--- config.mk ---
export PLATFORM = sky130hd
export DESIGN_NAME = multicycle_controller
export DESIGN_NICKNAME = d
export VERILOG_FILES = /design/src/rtl/multicycle_controller.sv
export SDC_FILE = /design/constraint.sdc
export NUM_CORES = 1
export LEC_CHECK = 0
export BUFFER_PORTS_ARGS = -buffer_cell sky130_fd_sc_hd__buf_2
export CAP_MARGIN = 20
export CORE_UTILIZATION = 45
export CTS_BUF_LIST = sky130_fd_sc_hd__clkbuf_2
export CTS_CLUSTER_DIAMETER = 100
export DETAILED_ROUTE_END_ITERATION = 6
export PLACE_DENSITY_LB_ADDON = 0.25
export SETUP_SLACK_MARGIN = 0.5
export SLEW_MARGIN = 20
export SYNTH_ARGS = -nofsm -noshare
export SYNTH_HDL_FRONTEND = slang
export SYNTH_SLANG_ARGS = --single-unit
--- constraint.sdc ---
create_clock -name i_clk -period 1.85 [get_ports i_clk]
set_input_delay 0.37 -clock i_clk [delete_from_list [all_inputs] [get_ports i_clk]]
set_output_delay 0.37 -clock i_clk [all_outputs]
set_load 0.005 [all_outputs]
--- src/rtl/multicycle_controller.sv ---
// Multicycle RV32I control FSM: sequences fetch/decode/execute through a shared ALU and unified memory.
// Optional sticky illegal-opcode trap state enabled by defining MULTICYCLE_ILLEGAL_TRAP_EN.
module multicycle_controller #(
  parameter int ALU_CTRL_W    = 3,
  parameter int MEM_HANDSHAKE = 1
) (
  input  logic                  i_clk,
  input  logic                  i_reset,
  input  logic [6:0]            i_opcode,
  input  logic [2:0]            i_funct3,
  input  logic                  i_funct7b5,
  input  logic                  i_n,
  input  logic                  i_z,
  input  logic                  i_c,
  input  logic                  i_v,
  input  logic                  i_mem_ready,
  output logic                  o_mem_req,
  output logic                  o_mem_wren,
  output logic                  o_adr_sel,
  output logic                  o_ir_wren,
  output logic                  o_pc_wren,
  output logic                  o_regfile_wren,
  output logic [1:0]            o_alu_asel,
  output logic [1:0]            o_alu_bsel,
  output logic [1:0]            o_result_sel,
  output logic [2:0]            o_ximm_sel,
  output logic [ALU_CTRL_W-1:0] o_alu_control
`ifdef MULTICYCLE_ILLEGAL_TRAP_EN
  , output logic                o_illegal_instr
`endif
);

  typedef enum logic [3:0] {
    S_FETCH, S_DECODE, S_MEMADR, S_MEMREAD, S_MEMWB, S_MEMWRITE, S_EXECR, S_EXECI,
    S_ALUWB, S_JAL, S_JALR, S_JALRWB, S_BRANCH, S_LUI, S_TRAP
  } state_t;

  localparam logic [ALU_CTRL_W-1:0] ALU_ADD  = ALU_CTRL_W'(0);
  localparam logic [ALU_CTRL_W-1:0] ALU_SUB  = ALU_CTRL_W'(1);
  localparam logic [ALU_CTRL_W-1:0] ALU_AND  = ALU_CTRL_W'(2);
  localparam logic [ALU_CTRL_W-1:0] ALU_OR   = ALU_CTRL_W'(3);
  localparam logic [ALU_CTRL_W-1:0] ALU_XOR  = ALU_CTRL_W'(4);
  localparam logic [ALU_CTRL_W-1:0] ALU_SLT  = ALU_CTRL_W'(5);
  localparam logic [ALU_CTRL_W-1:0] ALU_SLTU = ALU_CTRL_W'(6);
  localparam logic [ALU_CTRL_W-1:0] ALU_SLL  = ALU_CTRL_W'(7);
  localparam logic [ALU_CTRL_W-1:0] ALU_SRL  = ALU_CTRL_W'(8);
  localparam logic [ALU_CTRL_W-1:0] ALU_SRA  = ALU_CTRL_W'(9);

  localparam logic [2:0] XIMM_I = 3'b000;
  localparam logic [2:0] XIMM_S = 3'b001;
  localparam logic [2:0] XIMM_B = 3'b010;
  localparam logic [2:0] XIMM_U = 3'b100;

  state_t r_state;
  state_t w_next;

  logic                  w_mem_done;
  logic                  w_take;
  logic [ALU_CTRL_W-1:0] w_func_op;
  logic                  w_mem_req, w_mem_wren, w_ir_wren, w_pc_wren, w_rf_wren;

  assign w_mem_done = (MEM_HANDSHAKE == 0) ? 1'b1 : i_mem_ready;

  always_ff @(posedge i_clk) begin
    if (i_reset) r_state <= S_FETCH;
    else         r_state <= w_next;
  end

`ifdef MULTICYCLE_ILLEGAL_TRAP_EN
  logic r_illegal;
  always_ff @(posedge i_clk) begin
    if (i_reset)               r_illegal <= 1'b0;
    else if (w_next == S_TRAP) r_illegal <= 1'b1;
  end
  assign o_illegal_instr = r_illegal;
`endif

  // funct7b5 only matters for R-type sub and for the arithmetic right shift
  always_comb begin
    w_func_op = ALU_ADD;
    case (i_funct3)
      3'b000: w_func_op = (r_state == S_EXECR && i_funct7b5) ? ALU_SUB : ALU_ADD;
      3'b001: w_func_op = ALU_SLL;
      3'b010: w_func_op = ALU_SLT;
      3'b011: w_func_op = ALU_SLTU;
      3'b100: w_func_op = ALU_XOR;
      3'b101: w_func_op = (ALU_CTRL_W == 4) ? (i_funct7b5 ? ALU_SRA : ALU_SRL) : ALU_ADD;
      3'b110: w_func_op = ALU_OR;
      3'b111: w_func_op = ALU_AND;
      default: w_func_op = ALU_ADD;
    endcase
  end

  always_comb begin
    w_take = 1'b0;
    case (i_funct3)
      3'b000: w_take = i_z;
      3'b001: w_take = ~i_z;
      3'b100: w_take = i_n ^ i_v;
      3'b101: w_take = ~(i_n ^ i_v);
      3'b110: w_take = ~i_c;
      3'b111: w_take = i_c;
      default: w_take = 1'b0;
    endcase
  end

  always_comb begin
    w_next         = r_state;
    w_mem_req      = 1'b0;
    w_mem_wren     = 1'b0;
    w_ir_wren      = 1'b0;
    w_pc_wren      = 1'b0;
    w_rf_wren      = 1'b0;
    o_adr_sel      = 1'b0;
    o_alu_asel     = 2'b00;
    o_alu_bsel     = 2'b00;
    o_result_sel   = 2'b00;
    o_ximm_sel     = XIMM_I;
    o_alu_control  = ALU_ADD;
    case (r_state)
      S_FETCH: begin
        w_mem_req  = 1'b1;
        o_alu_bsel = 2'b10;
        if (w_mem_done) begin
          w_ir_wren    = 1'b1;
          w_pc_wren    = 1'b1;
          o_result_sel = 2'b10;
          w_next       = S_DECODE;
        end
      end
      S_DECODE: begin
        o_alu_asel = 2'b01;
        o_alu_bsel = 2'b01;
        o_ximm_sel = XIMM_B;
        case (i_opcode)
          7'b0000011, 7'b0100011: w_next = S_MEMADR;
          7'b0110011:             w_next = S_EXECR;
          7'b0010011:             w_next = S_EXECI;
          7'b1101111:             w_next = S_JAL;
          7'b1100111:             w_next = S_JALR;
          7'b1100011:             w_next = S_BRANCH;
          7'b0110111:             w_next = S_LUI;
`ifdef MULTICYCLE_ILLEGAL_TRAP_EN
          default:                w_next = S_TRAP;
`else
          default:                w_next = S_FETCH;
`endif
        endcase
      end
      S_MEMADR: begin
        o_alu_asel = 2'b10;
        o_alu_bsel = 2'b01;
        o_ximm_sel = i_opcode[5] ? XIMM_S : XIMM_I;
        w_next     = i_opcode[5] ? S_MEMWRITE : S_MEMREAD;
      end
      S_MEMREAD: begin
        w_mem_req = 1'b1;
        o_adr_sel = 1'b1;
        if (w_mem_done) w_next = S_MEMWB;
      end
      S_MEMWB: begin
        o_result_sel = 2'b01;
        w_rf_wren    = 1'b1;
        w_next       = S_FETCH;
      end
      S_MEMWRITE: begin
        w_mem_req  = 1'b1;
        w_mem_wren = 1'b1;
        o_adr_sel  = 1'b1;
        if (w_mem_done) w_next = S_FETCH;
      end
      S_EXECR: begin
        o_alu_asel    = 2'b10;
        o_alu_control = w_func_op;
        w_next        = S_ALUWB;
      end
      S_EXECI: begin
        o_alu_asel    = 2'b10;
        o_alu_bsel    = 2'b01;
        o_alu_control = w_func_op;
        w_next        = S_ALUWB;
      end
      S_ALUWB: begin
        w_rf_wren = 1'b1;
        w_next    = S_FETCH;
      end
      // PC takes the target latched during DECODE while the ALU forms oldPC+4
      S_JAL: begin
        o_alu_asel = 2'b01;
        o_alu_bsel = 2'b10;
        w_pc_wren  = 1'b1;
        w_next     = S_ALUWB;
      end
      S_JALR: begin
        o_alu_asel   = 2'b10;
        o_alu_bsel   = 2'b01;
        o_result_sel = 2'b10;
        w_pc_wren    = 1'b1;
        w_next       = S_JALRWB;
      end
      S_JALRWB: begin
        o_alu_asel   = 2'b01;
        o_alu_bsel   = 2'b10;
        o_result_sel = 2'b10;
        w_rf_wren    = 1'b1;
        w_next       = S_FETCH;
      end
      S_BRANCH: begin
        o_alu_asel    = 2'b10;
        o_alu_control = ALU_SUB;
        w_pc_wren     = w_take;
        w_next        = S_FETCH;
      end
      S_LUI: begin
        o_result_sel = 2'b11;
        o_ximm_sel   = XIMM_U;
        w_rf_wren    = 1'b1;
        w_next       = S_FETCH;
      end
`ifdef MULTICYCLE_ILLEGAL_TRAP_EN
      S_TRAP: w_next = S_TRAP;
`endif
      default: w_next = S_FETCH;
    endcase
  end

  // Reset must silence every write strobe in the same cycle, even mid-store
  assign o_mem_req      = w_mem_req  & ~i_reset;
  assign o_mem_wren     = w_mem_wren & ~i_reset;
  assign o_ir_wren      = w_ir_wren  & ~i_reset;
  assign o_pc_wren      = w_pc_wren  & ~i_reset;
  assign o_regfile_wren = w_rf_wren  & ~i_reset;

endmodule

==> summary.md <==
| Metric | Value |
|---|---|
| Relative slew margins | `0.798` |
| Top reg by flops | `r_state` |
| M1 GR Usage | `0.435` |
| Die Footprint | `0.00191 mm²` |
| All-Layer GR Usage | `0.355` |
| Syn Area/Cell | `roughly 6.7 µm²` |
| Fraction of power spent switching nets | `0.385` |
| Router iterations before antenna repair | `6` |
| FMAX | `approximately 560 MHz` |
| Routed length per instance | `roughly 18 µm` |
| Cell with the most instances after synthesis | `sky130_fd_sc_hd__nor2_1` |
| Final Setup Violations | `0` |
| Remaining antenna violation count after routing | `0` |
| Final-layout setup total negative slack | `0 ps` |
| Clock latency on the worst-skew pair | `220 ps` |
| P&R area growth vs syn | `74.2%` |
| CP Cell Sequence | `buf_4 > xor2_2 > a21o_1 > a22oi_2 > nor2_1 > buf_2` |
| Routability congestion estimate from global placement | `0.842` |
| Layout cell share with drive strength beyond 1 | `0.561` |
| Synth async-reset ratio | `0` |
| Pin count of the biggest net entering global routing | `11` |
| Initial DRC Count | `53` |
| Number of input and output port buffers inserted | `35` |
| Number of antenna violations at the first check in global routing | `0` |
| Number of instances in the synthesized netlist | `116` |
| Sum of net half-perimeters after detailed placement | `1760 µm` |
| Power consumption | `about 0.36 mW` |
| Ratio of routed vias to standard cells | `approximately 6.4` |
| Antenna cell count | `0` |
| Critical Path AT | `1400 ps` |
| Portion of synthesized cell area occupied by the leading cell type | `0.102` |
| Post-synth top area cell | `sky130_fd_sc_hd__dfxtp_1` |
| Seq pwr share | `0.252` |
| Hold crit path type | `input pin to flip-flop` |
| Routed wire length | `approximately 3400 µm` |
| Net count after synthesis | `approximately 130` |
| Proportion of synthesized chip area in sequential cells | `0.102` |
| Flip-flop count of the largest register after layout | `4` |
| Effective utilization at floorplan | `0.502` |
| Placed Area | `between 0.001 and 0.0015 mm²` |
| Die Height | `roughly 44 µm` |
| Met2 track utilization from global routing | `0.582` |
| Fin nets | `191` |
| Worst clock skew on the final layout | `~7.2 ps` |
| Critical path fanouts, max | `3` |
| Reg clk slew, reported paths | `around 50 ps` |
| Number of global-route vias before repair | `roughly 1100` |
| Slowest cell on the critical path | `sky130_fd_sc_hd__dfxtp_4` |
| H-tree depth | `1` |
| Num rows | `14` |
| Number of slew-limit violations in the final report | `0` |
| Unrepaired setup endpoints after global routing | `yes` |
| Die Wd | `43.7 µm` |
| Cell family with the largest share of critical-path delay | `flip-flops` |
| Capturing element type of the critical path | `output port` |
| Largest registers in the final layout | `r_state: 4 flops` |
| Placeable Area | `0.00156 mm²` |
| Fin area | `approximately 0.0014 mm²` |
| Max-cap check violation count | `0` |
| Top area cells in the synthesized netlist | `sky130_fd_sc_hd__dfxtp_1, sky130_fd_sc_hd__a21oi_1, sky130_fd_sc_hd__nor2b_1` |
| CTS tree | `yes` |
| Required arrival time at the worst endpoint | `~1500 ps` |
| Routed via count | `between 1000 and 1500` |
| Shortest period the worst path allows | `roughly 1800 ps` |
| Root cell of the clock tree | `sky130_fd_sc_hd__clkbuf_2` |
| Clock group share of total power | `0.230` |
| DRC viols | `2` |
| Number of fill cells in the layout | `84` |
| First-pass GRT wire length | `approximately 5000 µm` |
| Multi-input gate area in the final layout | `between 700 and 800 µm²` |
| Number of I/O pins | `36` |
| Final Hold Viols | `0` |
| Leakage power figure | `~0.64 nW` |
| Run status | `finished, violations left` |
| Area used by sequential logic in the layout | `~95 µm²` |
| Count of flip-flops with a built-in enable after synthesis | `0` |
| Netlist area before placement | `about 780 µm²` |
| GRT overflow | `0` |
| Post-synthesis register bit count | `4` |
| Met3 usage | `0.0625` |
| Cell-internal power | `approximately 0.22 mW` |
| Grt peak-use layer | `met2` |
| Failing checks | `design-rule violations` |
| Worst-margin pin slew | `a little over 300 ps` |
| Count of warnings emitted by yosys | `0` |
| Maximum number of buffers from clock root to sink | `2` |
| Logic pwr share | `0.519` |
| CP bufs+invs | `2` |
| Leading cell types by count after synthesis | `sky130_fd_sc_hd__nor2_1, sky130_fd_sc_hd__a21oi_1, sky130_fd_sc_hd__buf_2, sky130_fd_sc_hd__nor2b_1` |
| Final cycle utilization of the critical path | `0.959` |
| Post-synth top flop | `sky130_fd_sc_hd__dfxtp_1` |
| Maximum single-stage delay on the critical path | `about 350 ps` |
| Distinct cell type count of the synthesized netlist | `39` |
| Peak supply drop | `~0.31 mV` |
| Worst Path Class, Setup | `flip-flop to output port` |
| Number of buffers added by the clock tree synthesis step | `3` |
| Critical path launch point type | `flip-flop` |
| Cell Pwr Density | `approximately 260 mW/mm²` |
| Net switching component of the power | `0.138 mW` |
| Number of sinks on the clock net | `4` |
cell usage in the layout, fill, tap and decap left out, types with 4 or more instances in the layout:
cell type                  Yosys  final
sky130_fd_sc_hd__inv_1         5      4
sky130_fd_sc_hd__buf_2         8     36
sky130_fd_sc_hd__dfxtp_4       0      4
sky130_fd_sc_hd__nand2_1       6      5
sky130_fd_sc_hd__nor2b_1       8      5
sky130_fd_sc_hd__nor2_1       13     10
sky130_fd_sc_hd__a21oi_1      10      9
sky130_fd_sc_hd__nand2b_4      0      4
sky130_fd_sc_hd__buf_6         1      8
sky130_fd_sc_hd__buf_4         1     17
worst register-to-register path, delay by kind of cell, from the launching register on:
kind,cells,cell delay (ps)
and+or+nand+nor,2,570
DFF,1,350
buffers and inverters,2,310
AOI/OAI and AO/OA,2,210
worst paths after layout:
kind	start	endpoint	slack [ps]	depth (start not counted)
worst max-delay path	r_state[2]	o_regfile_wren	80	6
worst max register to register	r_state[2]	r_state[2]	340	6
worst min register to register	r_state[3]	r_state[0]	650	3
worst min-delay path	i_opcode[1]	r_state[0]	430	3
per-stage QoR:
| step | util | setup WS [ps] | cells | hold WS [ps] |
|---|---|---|---|---|
| 6_report | 0.874 | 76.8 | 187 | 435 |
| 5_1_grt | 0.874 | 28.7 | 187 | 470 |
| 2_1_floorplan | - | 452 | 116 | 512 |
| 3_5_place_dp | 0.644 | 169 | 164 | 641 |
| 3_3_place_gp | 0.644 | 198 | 164 | 645 |
| 4_1_cts | 0.805 | 119 | 183 | 416 |
final cells by class:
type | instances | share of cell area
well taps | 16 | 0.0147
clock buffers | 3 | 0.0110
repair buffers | 62 | 0.307
multi-input cells | 97 | 0.584
inverters | 5 | 0.0138
flip-flops and latches | 4 | 0.0698
cells by family after synthesis:
logic type | share of synthesized area
AO/OA/AOI/OAI | 0.290
XOR/XNOR | 0.0960
multiplexers | 0.0256
AND/OR/NAND/NOR | 0.387
flip-flops | 0.102
buffers and inverters | 0.0992
power groups by stage:
| stage | clock network [mW] | registers [mW] | logic [mW] |
|---|---|---|---|
| 5_1_grt | 0.0873 | 0.0896 | 0.200 |
| 3_5_place_dp | 0 | 0.0995 | 0.131 |
| 3_3_place_gp | 0 | 0.0994 | 0.128 |
| 2_1_floorplan | 0 | 0.0923 | 0.0904 |
| 6_report | 0.0820 | 0.0899 | 0.185 |
| 4_1_cts | 0.0826 | 0.0880 | 0.162 |
per-layer routing:
metal,wire (µm),vias up
li1,-,533
met1,1320,557
met2,1720,90
met3,318,12
met4,78,0
met5,0,-
timing repair:
item,in CTS,in global routing
resized for setup,34,19
endpoints found under the setup margin,21,22
setup buffers,15,4
pin swaps,8,7
hold buffers,0,0
gates cloned,1,0
No activity file was read; power rests on OpenSTA's default activity.
